===== src/rtl/matrix_pkg.sv =====
// Shared definitions for the matrix operand loader.
// Holds the element/matrix geometry, the loader state encoding, and helpers
// that map an (i,j) position to its bit offset in the flat 5x5 bus and that
// turn a requested dimension into the one actually used.
// No ports (package).
// The optional last-beat check is controlled by MATRIX_LOADER_LAST_CHECK_EN in
// matrix_loader.sv; nothing in this package depends on it.
package matrix_pkg;

    localparam int ELEM_W = 8;
    localparam int DIM    = 5;
    localparam int FLAT_W = DIM * DIM * ELEM_W;

    typedef enum logic [1:0] {
        IDLE = 2'd0,
        LOAD = 2'd1,
        HOLD = 2'd2
    } state_t;

    // Bit offset of element (i,j) in the row-major flat bus.
    function automatic int elem_offset(input int i, input int j);
        return (i * DIM + j) * ELEM_W;
    endfunction

    // A dimension of 0 or above DIM is meaningless, so it falls back to DIM.
    function automatic logic [2:0] norm_dim(input logic [2:0] s);
        if (s == 3'd0 || s > 3'(DIM)) begin
            return 3'(DIM);
        end
        return s;
    endfunction

endpackage


===== src/rtl/matrix_index_counter.sv =====
// Row/column position counter for the matrix loader.
// Walks (row,col) in row-major order over an n x n matrix, wrapping col at
// n-1 and advancing row. 'last' flags the final element of the matrix.
// Ports:
//   clk   in   rising-edge clock
//   rst_n in   asynchronous active-low reset
//   clr   in   return both counters to 0
//   inc   in   advance by one element
//   n     in   current matrix dimension (1..5)
//   row   out  current row index
//   col   out  current column index
//   last  out  high when (row,col) is (n-1,n-1)
module matrix_index_counter
    import matrix_pkg::*;
(
    input  logic       clk,
    input  logic       rst_n,
    input  logic       clr,
    input  logic       inc,
    input  logic [2:0] n,
    output logic [2:0] row,
    output logic [2:0] col,
    output logic       last
);

    logic [2:0] n_m1;

    assign n_m1 = n - 3'd1;
    assign last = (row == n_m1) && (col == n_m1);

    // After the final element row steps past n-1; that value is never used
    // because the loader leaves LOAD on the same beat and clears on restart.
    always_ff @(posedge clk or negedge rst_n) begin
        if (!rst_n) begin
            row <= 3'd0;
            col <= 3'd0;
        end else if (clr) begin
            row <= 3'd0;
            col <= 3'd0;
        end else if (inc) begin
            if (col == n_m1) begin
                col <= 3'd0;
                row <= row + 3'd1;
            end else begin
                col <= col + 3'd1;
            end
        end
    end

endmodule


===== src/rtl/matrix_loader.sv =====
// Operand stage feeding the matrix ALU blocks (transpose, add, multiply).
// Collects N*N 8-bit elements row-major from a valid/ready stream, places
// them zero-padded into the 5x5 flat 200-bit layout, and holds the result
// behind a valid/ready handshake until the ALU takes it.
// Ports:
//   clk       in   rising-edge clock
//   rst_n     in   asynchronous active-low reset
//   start     in   begin a load (only honoured in IDLE)
//   size      in   matrix dimension N, sampled with start (0 or >5 means 5)
//   in_data   in   element data
//   in_valid  in   element valid
//   in_ready  out  element ready (LOAD only)
//   in_last   in   marks the final element   (MATRIX_LOADER_LAST_CHECK_EN)
//   err       out  one-cycle in_last mismatch (MATRIX_LOADER_LAST_CHECK_EN)
//   A_flat    out  assembled matrix, element (i,j) at [(i*5+j)*8 +: 8]
//   out_valid out  A_flat complete (HOLD only)
//   out_ready in   ALU has consumed A_flat
//   busy      out  high in LOAD or HOLD
// Configuration macro: MATRIX_LOADER_LAST_CHECK_EN adds in_last/err.
module matrix_loader
    import matrix_pkg::*;
(
    input  logic              clk,
    input  logic              rst_n,
    input  logic              start,
    input  logic [2:0]        size,
    input  logic [ELEM_W-1:0] in_data,
    input  logic              in_valid,
    output logic              in_ready,
`ifdef MATRIX_LOADER_LAST_CHECK_EN
    input  logic              in_last,
    output logic              err,
`endif
    output logic [FLAT_W-1:0] A_flat,
    output logic              out_valid,
    input  logic              out_ready,
    output logic              busy
);

    state_t     state_q;
    state_t     state_d;
    logic [2:0] n_q;
    logic [2:0] row;
    logic [2:0] col;
    logic       last;
    logic       clr;
    logic       accept;

    assign accept = in_valid && in_ready;

    matrix_index_counter u_index (
        .clk  (clk),
        .rst_n(rst_n),
        .clr  (clr),
        .inc  (accept),
        .n    (n_q),
        .row  (row),
        .col  (col),
        .last (last)
    );

    always_ff @(posedge clk or negedge rst_n) begin
        if (!rst_n) begin
            state_q <= IDLE;
        end else begin
            state_q <= state_d;
        end
    end

    // Handshake outputs depend on state alone so they never glitch with inputs.
    always_comb begin
        state_d   = state_q;
        in_ready  = 1'b0;
        out_valid = 1'b0;
        busy      = 1'b0;
        clr       = 1'b0;
        case (state_q)
            IDLE: begin
                if (start) begin
                    clr     = 1'b1;
                    state_d = LOAD;
                end
            end
            LOAD: begin
                in_ready = 1'b1;
                busy     = 1'b1;
                if (in_valid && last) begin
                    state_d = HOLD;
                end
            end
            HOLD: begin
                out_valid = 1'b1;
                busy      = 1'b1;
                if (out_ready) begin
                    state_d = IDLE;
                end
            end
            default: state_d = IDLE;
        endcase
    end

    always_ff @(posedge clk or negedge rst_n) begin
        if (!rst_n) begin
            n_q <= 3'(DIM);
        end else if (clr) begin
            n_q <= norm_dim(size);
        end
    end

    // Clearing on start is what guarantees the padding elements read as zero.
    always_ff @(posedge clk or negedge rst_n) begin
        if (!rst_n) begin
            A_flat <= '0;
        end else if (clr) begin
            A_flat <= '0;
        end else if (accept) begin
            A_flat[elem_offset(int'(row), int'(col)) +: ELEM_W] <= in_data;
        end
    end

`ifdef MATRIX_LOADER_LAST_CHECK_EN
    // Purely advisory: completion is still by count.
    always_ff @(posedge clk or negedge rst_n) begin
        if (!rst_n) begin
            err <= 1'b0;
        end else begin
            err <= accept && (in_last != last);
        end
    end
`endif

endmodule


===== config.mk =====
export PLATFORM = sky130hd
export DESIGN_NAME = matrix_loader
export DESIGN_NICKNAME = d
export VERILOG_FILES = /design/src/rtl/matrix_pkg.sv /design/src/rtl/matrix_index_counter.sv /design/src/rtl/matrix_loader.sv
export SDC_FILE = /design/constraint.sdc
export NUM_CORES = 1
export LEC_CHECK = 0
export ABC_CLOCK_PERIOD_IN_PS = 11750
export CAP_MARGIN = 25
export CORE_MARGIN = 3
export CORE_UTILIZATION = 30
export CTS_CLUSTER_DIAMETER = 60
export DETAILED_ROUTE_END_ITERATION = 12
export DONT_BUFFER_PORTS = 1
export PLACE_DENSITY_LB_ADDON = 0.05
export SYNTH_ARGS = -nofsm -noshare
export SYNTH_HDL_FRONTEND = slang
export SYNTH_SLANG_ARGS = --single-unit

===== constraint.sdc =====
create_clock -name clk -period 11.75 [get_ports clk]
set_input_delay 1.175 -clock clk [delete_from_list [all_inputs] [get_ports clk]]
set_output_delay 1.175 -clock clk [all_outputs]
set_load 0.02 [all_outputs]

# After elaboration in Yosys (flattened, before gate mapping)
# Cells that the tools add are included.
# W data, S select, Z words.
# word_totals
register_bits	211
out_inout_bits	203
word_cells	54
# classes
add_sub_neg	5
n_mul	1
n_lt_le_gt_ge	1
n_eq_ne	7
n_shift	2
muxes	22
reduce_logical	11
# op_table
operator	count
$mux W200	2
$bwmux W200	1
$shift A8 B33 Y200 const A	1
$shiftx A8 B33 Y200	1
$neg A10 Y33	1
$mux W3	8
$add A6 B3 Y7	1
$mux W1	7
$add A3 B1 Y3 const B	2
$eq A3 B3 Y1	2
$mul A3 B3 Y6 const B	1
$mux W2	3
$ne A2 B2 Y1 const B	3
$pmux W2 S3	1
$reduce_bool A2 Y1	2
$gt A3 B3 Y1 const B	1
$logic_and A1 B1 Y1	3
$logic_not A3 Y1	1
$reduce_and A3 Y1	1
$sub A3 B1 Y3 const B	1
$eq A2 B1 Y1 const B	1
$eq A2 B2 Y1 const B	1
$logic_not A2 Y1	1
$reduce_and A2 Y1	1
other kinds (2)	2

# Longest topological paths before layout
# logic_depth
word_depth	7
depth_mapped	16

# Modules after synthesis
# Synthesis repeated with hierarchy kept, for this count alone.
# unflattened
hier_cells	756
hier_area_um2	9135.0
# modules_own_cells
module	n_inst	cells_each	area_per_inst_um2	seq_area_each_um2
matrix_loader	1	712	8674.6	5132.4
matrix_index_counter	1	44	460.4	150.1

# Least setup slack after synthesis
# Ideal clock, no wire load.
# synth_path
path_kind	reg-to-reg
startpoint	reg u_index.row[0]
endpoint	reg A_flat[100]
setup_time_ns	0.079
t_arrival_ns	3.752
required_ns	11.671
path_slack_ns	7.918
path_stages_with_launch	14
n_path_buf	1
path_cell_list	dfrtp_1 -> ha_1 -> ha_1 -> ha_1 -> a21o_1 -> a211oi_1 -> buf_2 -> nor2_1 -> nor2_1 -> ha_1 -> nor4b_4 -> o21ai_1 -> nor3_4 -> mux2i_1
# synth_via
elab_chain_len	7
word_cells_on_any_way	8
# synth_rtl
item	line	source
from (decl)	matrix_index_counter.sv:21	output logic [2:0] row,
from (signal assigned)	matrix_index_counter.sv:43	row <= row + 3'd1;
$mul A3 B3 Y6 (*)	matrix_pkg.sv:22	return (i * DIM + j) * ELEM_W;
$add A6 B3 Y7 (*)	matrix_pkg.sv:22	
$neg A10 Y33 (*)	matrix_loader.sv:117	A_flat[elem_offset(int'(row), int'(col)) +: ELEM_W] <= in_data;
$shiftx A8 B33 Y200 or $shift A8 B33 Y200 (tied branches)	matrix_loader.sv:117	
$bwmux W200 (*)	matrix_loader.sv:117	
$mux W200 (*)	matrix_loader.sv:116	end else if (accept) begin
$mux W200 (*)	matrix_loader.sv:114	end else if (clr) begin
to (signal, indexed assignment)	matrix_loader.sv:117	
to (decl)	matrix_loader.sv:34	output logic [FLAT_W-1:0] A_flat,
# Mark *: on every way between the ends. The rest lies on a longest branch, timed or not. The select of a mux whose other input is x is not followed.
# A chain may end at the register's enable or synchronous reset.

# Worst setup path in the final report
# layout_path
startpoint	reg u_index.row[0]
endpoint	reg A_flat[96]
# Same word-level chain as after synthesis.

==> impl_metrics.toml <==
[run_status]
outcome = "complete, no violations"

[clocking]
cts_made_buffers = 29
postCtsSetupRepairBufs = 0
postCtsResizedCells = 0
cts-root-buf = "clkbuf_16"
clk_latency_ns = 0.56
cts-htree-levels = 1
cts_hold_buf = 0
cts_num_sinks = 211
cts_tree = "built"
clockBufferDepth = 3
clkTransAtPathRegs_ns = 0.06

[floorplanning]
io_pins = 219
die-area_sq_um = 34400
num_rows = 65
core_area_sq_um = 31600
start_util_pct = 30.6
die_w_microns = 186
fp.dieH_microns = 186

[yosys]
ys_seq_area_share_pct = 54.6
synth.distinct_cells = 70
syn_inst = 817
ys_async_sr_fraction_pct = 100
ys.flop_type = "dfrtp_1"
synth_edf_count = 0
yosysTopAreaCell = "dfrtp_1"
ys_seq_elements = 211
yosysWarnings = 0
synthesis.nets = 852
synth.area.top_cells = "dfrtp_1, a32o_1, a22o_1"
netlist_area_sq_um = 9670
syn_area_per_cell_sq_um = 11.8
yosysTopAreaCellShare_pct = 54.1

[worst_setup_path]
startpoint = "u_index.row[0]"
cp-end-kind = "register"
crit_slowest_cell = "xor2_1"
critical-path-max-stage-delay_ns = 0.74
r2r-end = "A_flat[96]"
rr_worst_depth = 12
timing.rr.start = "u_index.row[0]"
crit_end = "A_flat[96]"
required_ns = 12.23
path_buf_inv = 1
arrival_ns = 5.19
crit_type = "reg -> reg"
cp_cell_sequence = "ha_1, ha_1, inv_1, fa_1, xor2_1, nand2_1, nor2_1, ha_1, nor4b_4, o21ai_1, nor3_4, mux2i_1"
critPathMostFrequentCell = "ha_1"
start_kind = "register"
worst-r2r-setup-slack_ns = 7.03
cp_max_fo = 11
cp_top_family = "simple AND/OR/NAND/NOR gates"
critical_path_depth = 12

[detailed_routing]
drtAntennaViolNets = 0
route.detailed.drc = 0
viasPerCell = 5.54
totalWireLength_microns = 31500
vias = 6736
routedWlPerCell_microns = 25.9
drt_pass1_iterations = 4
drtIter0Drc = 438

[timing]
fin_crit_ns = 4.72
skew_ns = 0.0167
maxSlewViolCount = 0
final.setup.worst_slack_ns = 7.03
fin_crit_sh_pct = 40.2
tns_ns = 0
setup_violations = 0
finalHoldViolCount = 0
fmax_mhz = 212
relSlewSlack_pct = 41.2
tightest_slew_ns = 0.879
rsz0062_at_grt = "false"

[placement]
gp_congestion = 0.796
dpl_worst_slack_ns = 7.02
portBuffers = 0
dp.cells = 1162
dp_hpwl_microns = 20900
placed_area_sq_um = 9990

[grt]
grtUsageTotal_pct = 17.7
antenna_found_initial = 0
grt_start_max_net_pins = 212
grt_pass1_vias = 6874
gr-total-overflow = 0
grt_pass1_wl_microns = 46500

[final_layout]
post-route-util_pct = 34.8
area_growth_pct = 13.9
nNetsFinal = 827
final_area_sq_um = 11000
drive_above_1_share_pct = 13.3
mostFrequentLayoutCells = "dfrtp_1, nand2_1, a22o_1"
diodes = 0
stdcell_count = 1216
final_common_cell = "dfrtp_1"

[power_and_ir_drop]
p_leak_nw = 4.81
power.density_nw_per_um2 = 235
vdd_drop_max_mv = 0.147

[job]
cap_violations = 0

[hold_path]
min_path_type = "in -> async"
==> layout make-up <==
class | count | area (sq um)
sequential | 211 | 5280
inverter | 17 | 63.8
multi-input combinational | 521 | 4010
timing repair buffer | 12 | 145
clock buffer | 42 | 855
clock inverter | 11 | 168
tap | 402 | 503
fill | 3078 | 20600
==> metal layers <==
| metal | track usage (%) | vias up | wire, microns |
|---|---|---|---|
| met5 | 0 | - | 0 |
| met4 | 3.81 | 0 | 487 |
| met3 | 6.25 | 43 | 2850 |
| met2 | 29.0 | 206 | 15100 |
| met1 | 22.8 | 3476 | 13100 |
| li1 | - | 3011 | - |
==> worst register-to-register path, cell delays in order, from the launching register on <==
cell	delay, ns
dfrtp_1	0.45
ha_1	0.33
ha_1	0.30
inv_1	0.06
fa_1	0.50
xor2_1	0.74
nand2_1	0.17
nor2_1	0.14
ha_1	0.18
nor4b_4	0.55
o21ai_1	0.40
nor3_4	0.57
mux2i_1	0.26
==> stage by stage <==
| stage | power, mW | hold slack [ns] |
|---|---|---|
| after floorplan | 1.48 | 0.458 |
| after global placement | 1.66 | 0.484 |
| after detailed placement | 1.69 | 0.484 |
| after CTS | 2.62 | 0.295 |
| after global routing | 2.73 | 0.292 |
| final | 2.59 | 0.324 |
==> registers in the layout (all words and copies together), names as in the netlist <==
| register | flops |
|---|---|
| n_q | 3 |
| state_q | 2 |
| u_index.col | 3 |
| A_flat | 200 |
| u_index.row | 3 |
==> synthesized netlist by cell type (2+ instances only) <==
library cell,count
a211oi_1,3
a21oi_1,7
a21oi_2,2
a22o_1,71
a31oi_1,2
a31oi_2,8
a31oi_4,5
a32o_1,64
and2_1,6
and3_1,3
buf_1,5
buf_2,9
buf_4,7
buf_6,6
clkbuf_1,41
dfrtp_1,209
dfstp_2,2
ha_1,18
inv_1,17
mux2i_1,44
nand2_1,124
nand2b_1,4
nand3_1,21
nand3b_1,4
nand4_1,3
nor2_1,22
nor2b_1,6
nor3_1,2
nor3_2,4
nor3_4,5
nor3b_1,2
nor4b_1,2
o2111ai_1,6
o211ai_1,2
o21a_1,3
o21ai_0,9
o21ai_1,18
o22ai_1,7
or3_1,2
xnor2_1,9
xor2_1,4
==> worst min-delay path by stage <==
stage / cells past startpoint / endpoint / startpoint
finish: 0 / A_flat[42] / rst_n
global route: 0 / A_flat[66] / rst_n
CTS: 0 / A_flat[178] / rst_n
detailed placement: 2 / n_q[2] / n_q[2]
global placement: 2 / n_q[2] / n_q[2]
floorplan: 2 / n_q[2] / n_q[2]
==> power breakdown <==
| part | internal (mW) | total [mW] | switching [mW] | leakage, nW |
|---|---|---|---|---|
| combinational | 0.257 | 0.870 | 0.613 | 1.37 |
| clock | 0.575 | 0.918 | 0.343 | 0.502 |
| sequential | 0.757 | 0.804 | 0.0467 | 2.94 |
==> cells by family after synthesis <==
logic type | share of synthesized area, %
AND/OR/NAND/NOR | 11.6
AO/OA/AOI/OAI | 21.0
flip-flops | 54.6
buffers and inverters | 4.15
multiplexers | 4.67
adder cells (fa/ha/maj) | 2.54
XOR/XNOR | 1.42
(Power assumes the default switching activity.)
